## src/rtl/mips_pkg.sv

```systemverilog
// Shared datapath constants: ALU operand-source slot indices, data width and PC increment.
package mips_pkg;

  localparam int DATA_W = 32;
  localparam logic [31:0] PC_INC = 32'd4;

  localparam int ALU_SRC_RS       = 0;
  localparam int ALU_SRC_SHAMT    = 1;
  localparam int ALU_SRC_SEXT     = 2;
  localparam int ALU_SRC_SEXT_SL2 = 3;
  localparam int ALU_SRC_PLUS4    = 4;
  localparam int ALU_SRC_ZEXT     = 5;

  typedef enum logic {
    ST_EMPTY = 1'b0,
    ST_FULL  = 1'b1
  } pipe_st_e;

endpackage

```

## src/rtl/sel_comb_n.sv

```systemverilog
// Combinational N-way operand select with legality check.
// Illegal selects never route din bits to val; they yield ILLEGAL_VAL.
module sel_comb_n #(
  parameter int                 WIDTH       = 32,
  parameter int                 NUM_IN      = 8,
  parameter int                 SEL_W       = $clog2(NUM_IN),
  parameter logic [NUM_IN-1:0]  LEGAL_MASK  = NUM_IN'(8'b0011_1111),
  parameter int                 CONST_SLOT  = 4,
  parameter logic [31:0]        CONST_VAL   = 32'd4,
  parameter logic [31:0]        ILLEGAL_VAL = 32'd0
) (
  input  logic [NUM_IN*WIDTH-1:0] din,
  input  logic [SEL_W-1:0]        sel,
  output logic [WIDTH-1:0]        val,
  output logic                    illegal
);

  localparam logic [WIDTH-1:0] CONST_W   = WIDTH'(CONST_VAL);
  localparam logic [WIDTH-1:0] ILLEGAL_W = WIDTH'(ILLEGAL_VAL);

  // Unmatched sel (>= NUM_IN) falls through to the illegal defaults.
  always_comb begin
    val     = ILLEGAL_W;
    illegal = 1'b1;
    for (int i = 0; i < NUM_IN; i++) begin
      if (sel == SEL_W'(i)) begin
        if (i == CONST_SLOT) begin
          val     = CONST_W;
          illegal = 1'b0;
        end else if (LEGAL_MASK[i]) begin
          val     = din[i*WIDTH +: WIDTH];
          illegal = 1'b0;
        end
      end
    end
  end

endmodule

```

## src/rtl/operand_sel_pipe.sv

```systemverilog
// Operand selector with a one-entry valid/ready output register and sticky
// illegal-select error reporting.
//
// state    | meaning
// ST_EMPTY | no unconsumed value in dout (out_valid=0)
// ST_FULL  | dout holds a value awaiting out_ready (out_valid=1)
module operand_sel_pipe
  import mips_pkg::*;
#(
  parameter int                 WIDTH       = DATA_W,
  parameter int                 NUM_IN      = 8,
  parameter int                 SEL_W       = $clog2(NUM_IN),
  parameter logic [NUM_IN-1:0]  LEGAL_MASK  = NUM_IN'(8'b0011_1111),
  parameter int                 CONST_SLOT  = ALU_SRC_PLUS4,
  parameter logic [31:0]        CONST_VAL   = PC_INC,
  parameter logic [31:0]        ILLEGAL_VAL = 32'd0,
  parameter int                 ERRCNT_W    = 8
) (
  input  logic                    clk,
  input  logic                    reset_n,
  input  logic [NUM_IN*WIDTH-1:0] din,
  input  logic [SEL_W-1:0]        sel,
  input  logic                    in_valid,
  output logic                    in_ready,
  output logic [WIDTH-1:0]        dout,
  output logic                    out_valid,
  input  logic                    out_ready,
  output logic [SEL_W-1:0]        dout_sel,
  output logic                    err,
  output logic [ERRCNT_W-1:0]     err_cnt,
  input  logic                    err_clr
);

  pipe_st_e         state, state_nxt;
  logic [WIDTH-1:0] sel_val;
  logic             sel_illegal;
  logic             accept;

  sel_comb_n #(
    .WIDTH      (WIDTH),
    .NUM_IN     (NUM_IN),
    .SEL_W      (SEL_W),
    .LEGAL_MASK (LEGAL_MASK),
    .CONST_SLOT (CONST_SLOT),
    .CONST_VAL  (CONST_VAL),
    .ILLEGAL_VAL(ILLEGAL_VAL)
  ) u_sel (
    .din    (din),
    .sel    (sel),
    .val    (sel_val),
    .illegal(sel_illegal)
  );

  assign out_valid = (state == ST_FULL);
  assign in_ready  = !out_valid || out_ready;
  assign accept    = in_valid && in_ready;

  always_comb begin
    state_nxt = state;
    case (state)
      ST_EMPTY: if (accept) state_nxt = ST_FULL;
      ST_FULL: begin
        if (accept)         state_nxt = ST_FULL;
        else if (out_ready) state_nxt = ST_EMPTY;
      end
      default:  state_nxt = ST_EMPTY;
    endcase
  end

  always_ff @(posedge clk) begin
    if (!reset_n) begin
      state    <= ST_EMPTY;
      dout     <= '0;
      dout_sel <= '0;
      err      <= 1'b0;
      err_cnt  <= '0;
    end else begin
      state <= state_nxt;
      if (accept) begin
        dout     <= sel_val;
        dout_sel <= sel;
      end
      // Clear wins over a same-cycle illegal accept.
      if (err_clr) begin
        err     <= 1'b0;
        err_cnt <= '0;
      end else if (accept && sel_illegal) begin
        err <= 1'b1;
        if (err_cnt != '1) err_cnt <= err_cnt + 1'b1;
      end
    end
  end

endmodule
```

## config.mk

```make
export PLATFORM = sky130hd
export DESIGN_NAME = operand_sel_pipe
export DESIGN_NICKNAME = d
export VERILOG_FILES = /design/src/rtl/mips_pkg.sv /design/src/rtl/sel_comb_n.sv /design/src/rtl/operand_sel_pipe.sv
export SDC_FILE = /design/constraint.sdc
export NUM_CORES = 1
export LEC_CHECK = 0
export CORE_AREA = 5 5 116 118
export DETAILED_ROUTE_END_ITERATION = 8
export DIE_AREA = 0 0 121 123
export MAX_ROUTING_LAYER = met4
export PLACE_DENSITY_LB_ADDON = 0.05
export REMOVE_ABC_BUFFERS = 1
export SYNTH_ARGS = -nofsm -noshare
export SYNTH_HDL_FRONTEND = slang
export SYNTH_SLANG_ARGS = --single-unit
```

## constraint.sdc

```tcl
create_clock -name clk -period 1.5 [get_ports clk]
set_clock_uncertainty 0.05 [all_clocks]
set_input_delay 0.15 -clock clk [delete_from_list [all_inputs] [get_ports clk]]
set_output_delay 0.15 -clock clk [all_outputs]
set_load 0.005 [all_outputs]
```

==> run_results.csv, run 1 <==
group,metric,value,unit
placed_design,dp.cells,658,
sta,setup_ws,-39.78,ps
sta,hold_viol,0,
logic_synthesis,ys.flop_type,"dfxtp_1",
critical_path,critPathLaunchType,"flip-flop",
clocking,cts.clk_slew.worst_paths,70,ps
outcome,violations,"setup timing",
floorplan,die-area,14880,um2
logic_synthesis,ys_seq_area_share,33.60,%
critical_path,worstPathArrival,1710,ps
floorplan,start_util,21.69,%
min_path,min_to,"err_cnt[7]",
critical_path,cp_max_fo,6,
floorplan,rows,41,
cells_and_area,drive_above_1_share,21.56,%
placed_design,gp_congestion,0.7557,
logic_synthesis,syn_avg_cell_area,10.20,um2
critical_path,startpoint,"err_cnt[0]",
floorplan,dieWidth,121,um
detailed_routing,finalWirelength,12880,um
clocking,h-tree-depth,2,
clocking,ctsHoldBuffers,0,
logic_synthesis,synth-seq-cells,45,
floorplan,io_pins,310,
detailed_routing,postRouteAntennaNets,0,
detailed_routing,drt_first_iter_violations,131,
sta,rsz0062_at_grt,"yes",
clocking,cts_buffers,5,
logic_synthesis,synth-async-reset-ratio,0,%
critical_path,r2r-end,"err_cnt[5]",
critical_path,crit_required,1670,ps
critical_path,worstSetupEndpointType,"flip-flop",
sta,maxSlewViolCount,0,
sta,slew_headroom,78.33,%
sta,tightest_slew,325.0,ps
critical_path,critPathBufInv,1,
critical_path,path_class,"reg -> reg",
sta,whs,302.8,ps
min_path,hold_start,"sel[1]",
floorplan,die_h,123,um
clocking,ctsRootBufferMaster,"clkbuf_16",
sta,post-route-period-util,102.7,%
job,cap_viol_max_count,0,
floorplan,core,12360,um2
power_and_ir_drop,peakVddDrop,0.3886,mV
cells_and_area,fin_cells,675,
critical_path,worst_path_max_delay_cell,"or4_1",
logic_synthesis,synthCells,263,
critical_path,critPathMaxStageDelay,490,ps
grt,track_usage,17.80,%
critical_path,critPathTopFamily,"simple AND/OR/NAND/NOR gates",
logic_synthesis,synth_edf_count,0,
logic_synthesis,syn-cell-area,2681,um2
detailed_routing,via_per_inst,4.664,
min_path,hold_path_class,"in -> reg",
sta,layout_min_cycle_time,1540,ps
cells_and_area,area_growth,110.7,%
outcome,status,"finished with violations",
detailed_routing,wl_per_cell,19.08,um
cells_and_area,finalNetCount,765,
grt,antenna_found_initial,2,
grt,grt.overflow.total,0,
cells_and_area,final_common_cell,"clkdlybuf4s50_1",
power_and_ir_drop,power.total,3.852,mW
grt,grt_pass1_vias,3528,
min_path,holdPathStages,4,
sta,clock.fmax,649.4,MHz
cells_and_area,n_fill_cell,1203,
detailed_routing,vias,3148,
sta,setup_violations,3,
placed_design,post-dp-hpwl,10460,um
logic_synthesis,ys_warn_count,0,
detailed_routing,dr.pass1.iters,4,
power_and_ir_drop,p_leak,2.094,nW
critical_path,rr_worst_depth,5,
critical_path,reg2reg_from,"err_cnt[0]",
clocking,worstSkewPairLatency,290,ps
placed_design,io_buffers,213,
cells_and_area,final_cell_mix,"clkdlybuf4s50_1 (207), dfxtp_1 (40), nor2_1 (34)",
critical_path,crit_chain,"buf_6, nand3_2, or2_4, or4_1, a21oi_1",
logic_synthesis,synth_cell_type_count,39,
clocking,cts.path.max_buffers,2,
detailed_routing,drcViolationCount,0,
critical_path,rrSetupSlack,-40,ps
grt,grt_pass1_wl,19620,um
power_and_ir_drop,p_per_area,681.9,nW/um2
clocking,numClockSinks,45,
clocking,cts_tree,"built",
grt,grt_start_max_net_pins,26,
[worst max-delay path by stage]
stage	endpoint	cells after the start
final	err_cnt[5]	5
after global routing	err_cnt[5]	5
after CTS	err_cnt[5]	5
after detailed placement	dout[30]	6
after global placement	err_cnt[5]	5
after floorplan	dout[30]	4
[area by class of cell]
type	instances	area (um2)	area share (%)
sequential	45	912.1	16.15
clock inverter	2	37.54	0.6645
clock buffer	6	138.9	2.458
tap	172	215.2	3.810
multi-input combinational	187	1742	30.83
inverter	6	23.77	0.4208
antenna	2	5.005	0.08859
timing repair buffer	255	2575	45.58
[synthesized netlist by cell type (2+ instances only)]
master    number  area (um2)
o21a_1         2       15.01
buf_2          6       30.03
o31ai_1        3       22.52
dfxtp_1       45       900.9
a22oi_1        2       15.01
clkbuf_1      15       56.30
a21oi_1        7       35.03
nor2_1        35       131.4
nand2_1       11       41.29
o21ai_1        2       10.01
nor2b_1        3       18.77
or4_1          2       15.01
inv_1          5       18.77
buf_6          2       22.52
buf_4          2       15.01
nor3_1         3       15.01
o21ai_0       31       155.2
a221oi_1      30       262.8
a21boi_0       4       30.03
nand3_1        3       15.01
nand2b_1       2       12.51
mux4_2        31       698.2
[layer usage]
metal | track usage, % | wire [um]
met5 | - | 0
met3 | 7.319 | 1533
met1 | 22.69 | 5652
met4 | 3.187 | 82
met2 | 26.95 | 5611
[power breakdown]
part / leakage, nW / switching (mW) / internal [mW] / total [mW]
Combinational: 1.64 / 0.397 / 0.805 / 1.20
Sequential: 0.373 / 0.0382 / 1.27 / 1.31
Clock: 0.0831 / 0.511 / 0.833 / 1.34
Total: 2.09 / 0.946 / 2.91 / 3.85
[logic make-up after synthesis]
family | count (synthesis) | synth area share (%)
AND/OR/NAND/NOR | 67 | 11.62
multiplexers | 33 | 26.83
flip-flops | 45 | 33.60
buffers and inverters | 31 | 5.459
adder cells (fa/ha/maj) | 1 | 0.4666
AO/OA/AOI/OAI | 86 | 22.02
[state kept, by name, summed over array words and instances, names as in the netlist]
name and flops:
dout 32, err_cnt 8, dout_sel 3, err 1, out_valid 1
[per-stage QoR]
stage,instance area [um2],setup slack [ps],utilization (%),TNS (ps)
floorplan,2557,-491.8,-,-11690
global placement,5278,-324.0,42.69,-10770
detailed placement,5278,-330.9,42.69,-11030
CTS,5565,-42.43,45.02,-63.62
global route,5649,-88.63,45.69,-429.0
finish,5649,-39.78,45.69,-97.04
[tightest hold or removal path, cell delays in order]
cell,delay [ps]
buf_2,170
nand2_4,70
or2_4,130
o41ai_1,80
[what timing repair did]
action	4_1_cts	5_1_grt
gates resized for setup	22	16
pin swaps	8	4
setup endpoints to repair	16	45
buffers inserted	4	2
cloned	1	0
Note: power is estimated with default switching activity, not from simulation.
==> inputs of run 2 (changes only) <==
ABC_AREA = 1   (was default)
CORE_AREA = 5 5 118 120   (was 5 5 116 118)
DIE_AREA = 0 0 123 125   (was 0 0 121 123)
==> run 2 against run 1 <==
  * Via count is 27% higher
  * Clock-buffer cell count unchanged
  * Synthesized cell count increased by 87%
  * Register-to-register slack improved by 220 ps
  * Combinational power fell by 4%
  * Critical path depth shrank 3
  * The flow now finishes without violations
  * Clock power down 19%
  * Hold slack lost 39 ps
  * Critical path type is now reg -> out
  * Critical endpoint is now err_cnt[1]
  * Highest routed layer unchanged
  * Worst setup slack better by 98 ps
==> run_results.csv, run 2 <==
group,metric,value,unit
floorplan,die_h,125,um
clocking,cts.clk_slew.worst_paths,60,ps
cells_and_area,n_fill_cell,1390,
detailed_routing,wl_met1,6402,um
clocking,cts.path.max_buffers,2,
sta,setup_violations,0,
logic_synthesis,synthCells,493,
clocking,h-tree-depth,2,
power_and_ir_drop,power.total,3.549,mW
cells_and_area,fin_cells,908,
floorplan,die-area,15380,um2
placed_design,gp_congestion,0.7957,
detailed_routing,dr.pass1.iters,4,
detailed_routing,routed.top_layer,"met4",
detailed_routing,vias,3990,
cells_and_area,final_cell_mix,"clkdlybuf4s50_1 (210), nand2_1 (177), o21ai_0 (49)",
logic_synthesis,synth_commonest_cells,"nand2_1 (178), o21ai_0 (50), dfxtp_1 (45)",
critical_path,crit_required,1300,ps
min_path,hold_path_class,"in -> reg",
power_and_ir_drop,p_leak,2.452,nW
floorplan,rows,42,
logic_synthesis,synth_cell_type_count,21,
power_and_ir_drop,intPower,2.604,mW
floorplan,core,12870,um2
clocking,cts_tree,"built",
cells_and_area,area_growth,98.60,%
logic_synthesis,ys_seq_area_share,31.41,%
logic_synthesis,synth_area_leaders,"dfxtp_1 (31%), nand2_1 (23%), o21ai_0 (8.7%), nand3_1 (6.3%), a21oi_1 (5.9%)",
grt,grt_pass1_vias,3944,
clocking,numClockSinks,45,
clocking,cts_buffers,5,
floorplan,dieWidth,123,um
sta,layout_min_cycle_time,1442,ps
detailed_routing,finalWirelength,14020,um
critical_path,critPathLaunchType,"flip-flop",
floorplan,io_pins,310,
power_and_ir_drop,comb_power_share,32.5,%
min_path,hold_start,"sel[1]",
sta,hold_viol,0,
detailed_routing,drcViolationCount,0,
cells_and_area,top_register,"dout",
logic_synthesis,ys_warn_count,0,
detailed_routing,wl_met3,1601,um
cells_and_area,finalNetCount,995,
cells_and_area,top_regs,"dout x32, err_cnt x8, dout_sel x3",
critical_path,worst_path_max_delay_cell,"clkdlybuf4s50_1",
clocking,ctsHoldBuffers,0,
logic_synthesis,synth-async-reset-ratio,0,%
detailed_routing,postRouteAntennaNets,0,
logic_synthesis,ys.flop_type,"dfxtp_1",
critical_path,r2r-end,"err_cnt[1]",
critical_path,worstPathArrival,1240,ps
sta,post-route-period-util,96.11,%
clocking,ctsRootBufferMaster,"clkbuf_16",
grt,grt_start_max_net_pins,34,
cells_and_area,final_common_cell,"clkdlybuf4s50_1",
logic_synthesis,synth-seq-cells,45,
logic_synthesis,synth_most_common_cell,"nand2_1",
power_and_ir_drop,pwr-share-clk,30.6,%
logic_synthesis,synth_top_area_share,31.41,%
job,cap_viol_max_count,0,
power_and_ir_drop,swShare,26.62,%
critical_path,cp_max_fo,3,
sta,clock.fmax,693.6,MHz
cells_and_area,largest_reg_flops,32,
critical_path,critPathMaxStageDelay,490,ps
detailed_routing,via_per_inst,4.394,
critical_path,rrSetupSlack,180,ps
grt,antenna_found_initial,1,
critical_path,reg2reg_from,"err_cnt[1]",
placed_design,dp.cells,895,
logic_synthesis,synth_top_area_cell,"dfxtp_1",
power_and_ir_drop,p_per_area,623.1,nW/um2
sta,maxSlewViolCount,0,
logic_synthesis,syn_avg_cell_area,5.817,um2
critical_path,critical_path.endpoint,"err_cnt[1]",
critical_path,worstSetupEndpointType,"primary output",
placed_design,io_buffers,213,
detailed_routing,wl_per_cell,15.44,um
placed_design,post-dp-hpwl,10610,um
grt,track_usage,17.48,%
detailed_routing,drt_first_iter_violations,177,
detailed_routing,met2_length,5922,um
power_and_ir_drop,seqPwrFrac,37.0,%
grt,grt_pass1_wl,20600,um
outcome,status,"complete, no violations",
power_and_ir_drop,power.switching,0.9447,mW
sta,slew_headroom,76.94,%
critical_path,path_class,"reg -> out",
sta,whs,263.5,ps
critical_path,startpoint,"err_cnt[1]",
critical_path,rr_worst_depth,7,
power_and_ir_drop,peakVddDrop,0.4615,mV
sta,tightest_slew,345.9,ps
critical_path,crit_chain,"buf_4, clkdlybuf4s50_1",
clocking,worstSkewPairLatency,290,ps
grt,grt.overflow.total,0,
sta,rsz0062_at_grt,"no",
logic_synthesis,synth_edf_count,0,
logic_synthesis,syn-cell-area,2868,um2
floorplan,start_util,22.27,%
cells_and_area,drive_above_1_share,8.892,%
[run 2: how the worst min path moves through the flow]
| stage | end | slack (ps) | depth (start not counted) |
|---|---|---|---|
| 2_1_floorplan | out_valid | 230 | 2 |
| 3_3_place_gp | dout[2] | 400 | 2 |
| 6_report | dout_sel[1] | 260 | 4 |
| 3_5_place_dp | err | 400 | 1 |
| 5_1_grt | dout_sel[1] | 290 | 4 |
| 4_1_cts | out_valid | 390 | 3 |
[run 2: power groups by stage]
stage / registers (mW) / logic (mW) / clock network, mW
final: 1.31 / 1.15 / 1.09
after global routing: 1.32 / 1.26 / 1.18
after CTS: 1.31 / 1.15 / 1.15
after detailed placement: 1.34 / 1.14 / 0
after global placement: 1.34 / 1.14 / 0
after floorplan: 1.34 / 0.298 / 0
[run 2: what timing repair did]
item	CTS	global route
pin swaps	0	1
endpoints found under the setup margin	3	23
resized for setup	2	10
cloned	0	2
endpoints found under the hold margin	0	0
buffers inserted	0	2
[run 2: through the flow]
step | cell area [um2] | setup TNS [ps] | setup WS, ps | utilization [%]
3_5_place_dp | 5485 | -8825 | -317.4 | 42.60
4_1_cts | 5622 | 0 | 13.45 | 43.66
6_report | 5695 | 0 | 58.30 | 44.24
2_1_floorplan | 2745 | -16070 | -673.4 | -
5_1_grt | 5695 | 0 | 0.6425 | 44.24
3_3_place_gp | 5485 | -7131 | -243.9 | 42.60
[run 2: kinds of logic after synthesis]
logic type / Yosys count / synth area share (%)
buffers and inverters: 72 / 10.17
flip-flops: 45 / 31.41
adder cells (fa/ha/maj): 1 / 0.4362
XOR/XNOR: 5 / 1.527
AND/OR/NAND/NOR: 251 / 35.51
AO/OA/AOI/OAI: 119 / 20.94
[run 2: area by class of cell]
type	count	area [um2]	share of cell area [%]
diodes	1	2.502	0.04394
clock buffers	6	128.9	2.263
clock inverters	2	10.01	0.1757
inverters	45	168.9	2.966
multi-input cells	376	1698	29.81
flip-flops and latches	45	903.4	15.86
well taps	176	220.2	3.866
repair buffers	257	2564	45.01
[run 2: routing by layer]
layer  track usage (%)  vias to the layer above
met3             6.143                        5
met1             22.81                     1743
li1                  -                     2059
met2             26.28                      183
met4             3.453                        0
met5                 -                        -
[run 2: worst max-delay path, delay by kind of cell (launching register included)]
kind / cells / cell delay [ps]
buf+inv: 2 / 620
flops: 1 / 340
==> inputs of run 3 (changes only) <==
==> constraint.sdc (replaced) <==
create_clock -name clk -period 1.5 [get_ports clk]
set_clock_uncertainty 0.05 [all_clocks]
set_input_delay 0.45 -clock clk [delete_from_list [all_inputs] [get_ports clk]]
set_output_delay 0.45 -clock clk [all_outputs]
set_load 0.005 [all_outputs]
==> run 3 against run 2 <==
  * Flip-flop and latch count stayed put
  * Non-clock buffer count rose by 13
  * Design area grew 3.7%
  * Clock-buffer cell count stayed put
  * Worst setup slack improved by 15 ps
  * Fmax rose by 1.0%
  * Routed wire length up 2.7%
  * First-iteration DRC count grew 42%
  * Combinational power is essentially flat
  * Critical path depth up 2
  * Via count is 2.6% higher
  * Clock power up 22%
==> run_results.csv, run 3 (synthesis gave the netlist of run 2 again) <==
group,metric,value,unit
floorplan,io_pins,310,
power_and_ir_drop,p_per_area,643.5,nW/um2
critical_path,critPathLaunchType,"primary input",
min_path,hold_path_class,"reg -> reg",
critical_path,worst_path_max_delay_cell,"dlygate4sd2_1",
floorplan,dieWidth,123,um
clocking,worstSkewPairLatency,290,ps
cells_and_area,final_cell_mix,"nand2_1 (173), clkdlybuf4s50_1 (162), dlygate4sd2_1 (47)",
critical_path,cp_max_fo,3,
job,cap_viol_max_count,0,
clocking,ctsHoldBuffers,0,
grt,grt.overflow.total,0,
grt,grt_start_max_net_pins,23,
detailed_routing,met2_length,6169,um
floorplan,core,12870,um2
floorplan,rows,42,
detailed_routing,via_per_inst,4.451,
sta,post-route-period-util,95.13,%
cells_and_area,final_common_cell,"nand2_1",
critical_path,worstSetupEndpointType,"primary output",
sta,maxSlewViolCount,0,
critical_path,worstPathArrival,930,ps
floorplan,die-area,15380,um2
cells_and_area,drive_above_1_share,12.90,%
clocking,cts.path.max_buffers,2,
grt,grt_pass1_wl,21860,um
detailed_routing,wl_met3,1717,um
sta,clock.fmax,700.8,MHz
detailed_routing,vias,4095,
cells_and_area,top_register,"dout",
detailed_routing,routed.top_layer,"met4",
power_and_ir_drop,peakVddDrop,0.4358,mV
sta,layout_min_cycle_time,1427,ps
placed_design,io_buffers,213,
cells_and_area,finalNetCount,1008,
clocking,cts_tree,"built",
placed_design,dp.cells,898,
placed_design,post-dp-hpwl,10800,um
cells_and_area,final_util,45.89,%
detailed_routing,dr.pass1.iters,5,
detailed_routing,wl_per_cell,15.65,um
placed_design,dpl_worst_slack,-633.3,ps
grt,track_usage,18.30,%
sta,whs,405.6,ps
detailed_routing,finalWirelength,14400,um
power_and_ir_drop,power.total,3.802,mW
detailed_routing,postRouteAntennaNets,0,
cells_and_area,fin_cells,920,
placed_design,gp_congestion,0.7960,
floorplan,start_util,22.27,%
detailed_routing,wl_met1,6355,um
clocking,h-tree-depth,2,
clocking,cts.clk_slew.worst_paths,60,ps
critical_path,crit_chain,"dlygate4sd2_1, inv_1, nand2_2, buf_2",
sta,setup_violations,0,
detailed_routing,drt_first_iter_violations,251,
cells_and_area,top_regs,"dout x32, err_cnt x8, dout_sel x3",
sta,slew_headroom,82.40,%
cells_and_area,antenna_cells,0,
clocking,ctsRootBufferMaster,"clkbuf_16",
cells_and_area,area_growth,106.0,%
sta,tightest_slew,263.0,ps
outcome,status,"complete, no violations",
clocking,cts_buffers,5,
cells_and_area,largest_reg_flops,32,
detailed_routing,drcViolationCount,0,
critical_path,path_class,"in -> out",
critical_path,critPathMaxStageDelay,230,ps
sta,setup_ws,73.12,ps
grt,antenna_found_initial,0,
power_and_ir_drop,p_leak,2.739,nW
floorplan,die_h,125,um
clocking,numClockSinks,45,
grt,grt_pass1_vias,4147,
critical_path,crit_required,1000,ps
sta,hold_viol,0,
[run 3: changes by cell type in the layout (fill, tap and decap cells not counted), sizes merged, moves of 2 or more]
cell,previous run,this run
buf,43,58
clkdlybuf4s50,210,162
dlygate4sd2,2,47
clkinv,2,0
[run 3: final timing paths]
check / from / endpoint / slack, ps / cells past startpoint
worst min register to register: dout[2] / dout[2] / 410 / 2
worst max register to register: err_cnt[0] / err_cnt[1] / 130 / 8
worst min-delay path: dout[2] / dout[2] / 410 / 2
worst max-delay path: out_ready / in_ready / 70 / 4
[run 3: area by class of cell]
cell class,instances,area [um2]
multi-input combinational,376,1735
clock buffer,6,138.9
inverter,45,168.9
clock inverter,2,37.54
timing repair buffer,270,2695
sequential,45,912.1
tap,176,220.2
fill,1357,6967
[run 3: where the power goes]
part	switching [mW]	leakage (nW)	internal [mW]
combinational	0.453	2.28	0.715
clock	0.493	0.0831	0.833
sequential	0.0365	0.375	1.27
total	0.983	2.74	2.82
[run 3: metrics by stage]
step / setup TNS, ps / area (um2)
global route: -7.255 / 5908
finish: 0 / 5908
global placement: -21160 / 5533
floorplan: -27180 / 2745
CTS: 0 / 5889
detailed placement: -23710 / 5533
[run 3: critical path: cells and delay by family]
kind | cells | cell delay (ps)
AND/OR/NAND/NOR | 1 | 60
buffers and inverters | 3 | 420
[run 3: timing repair]
action	4_1_cts	5_1_grt
pin swaps	8	4
buffers inserted	11	0
cloned	3	0
gates resized for setup	96	13
setup endpoints to repair	88	36
endpoints found under the hold margin	0	0
[run 3: layer usage]
layer  vias to the layer above  global-route usage [%]
li1                       2088                       -
met1                      1792                   24.30
met2                       202                   27.66
met3                        13                   5.465
met4                         0                   3.713
met5                         -                       -
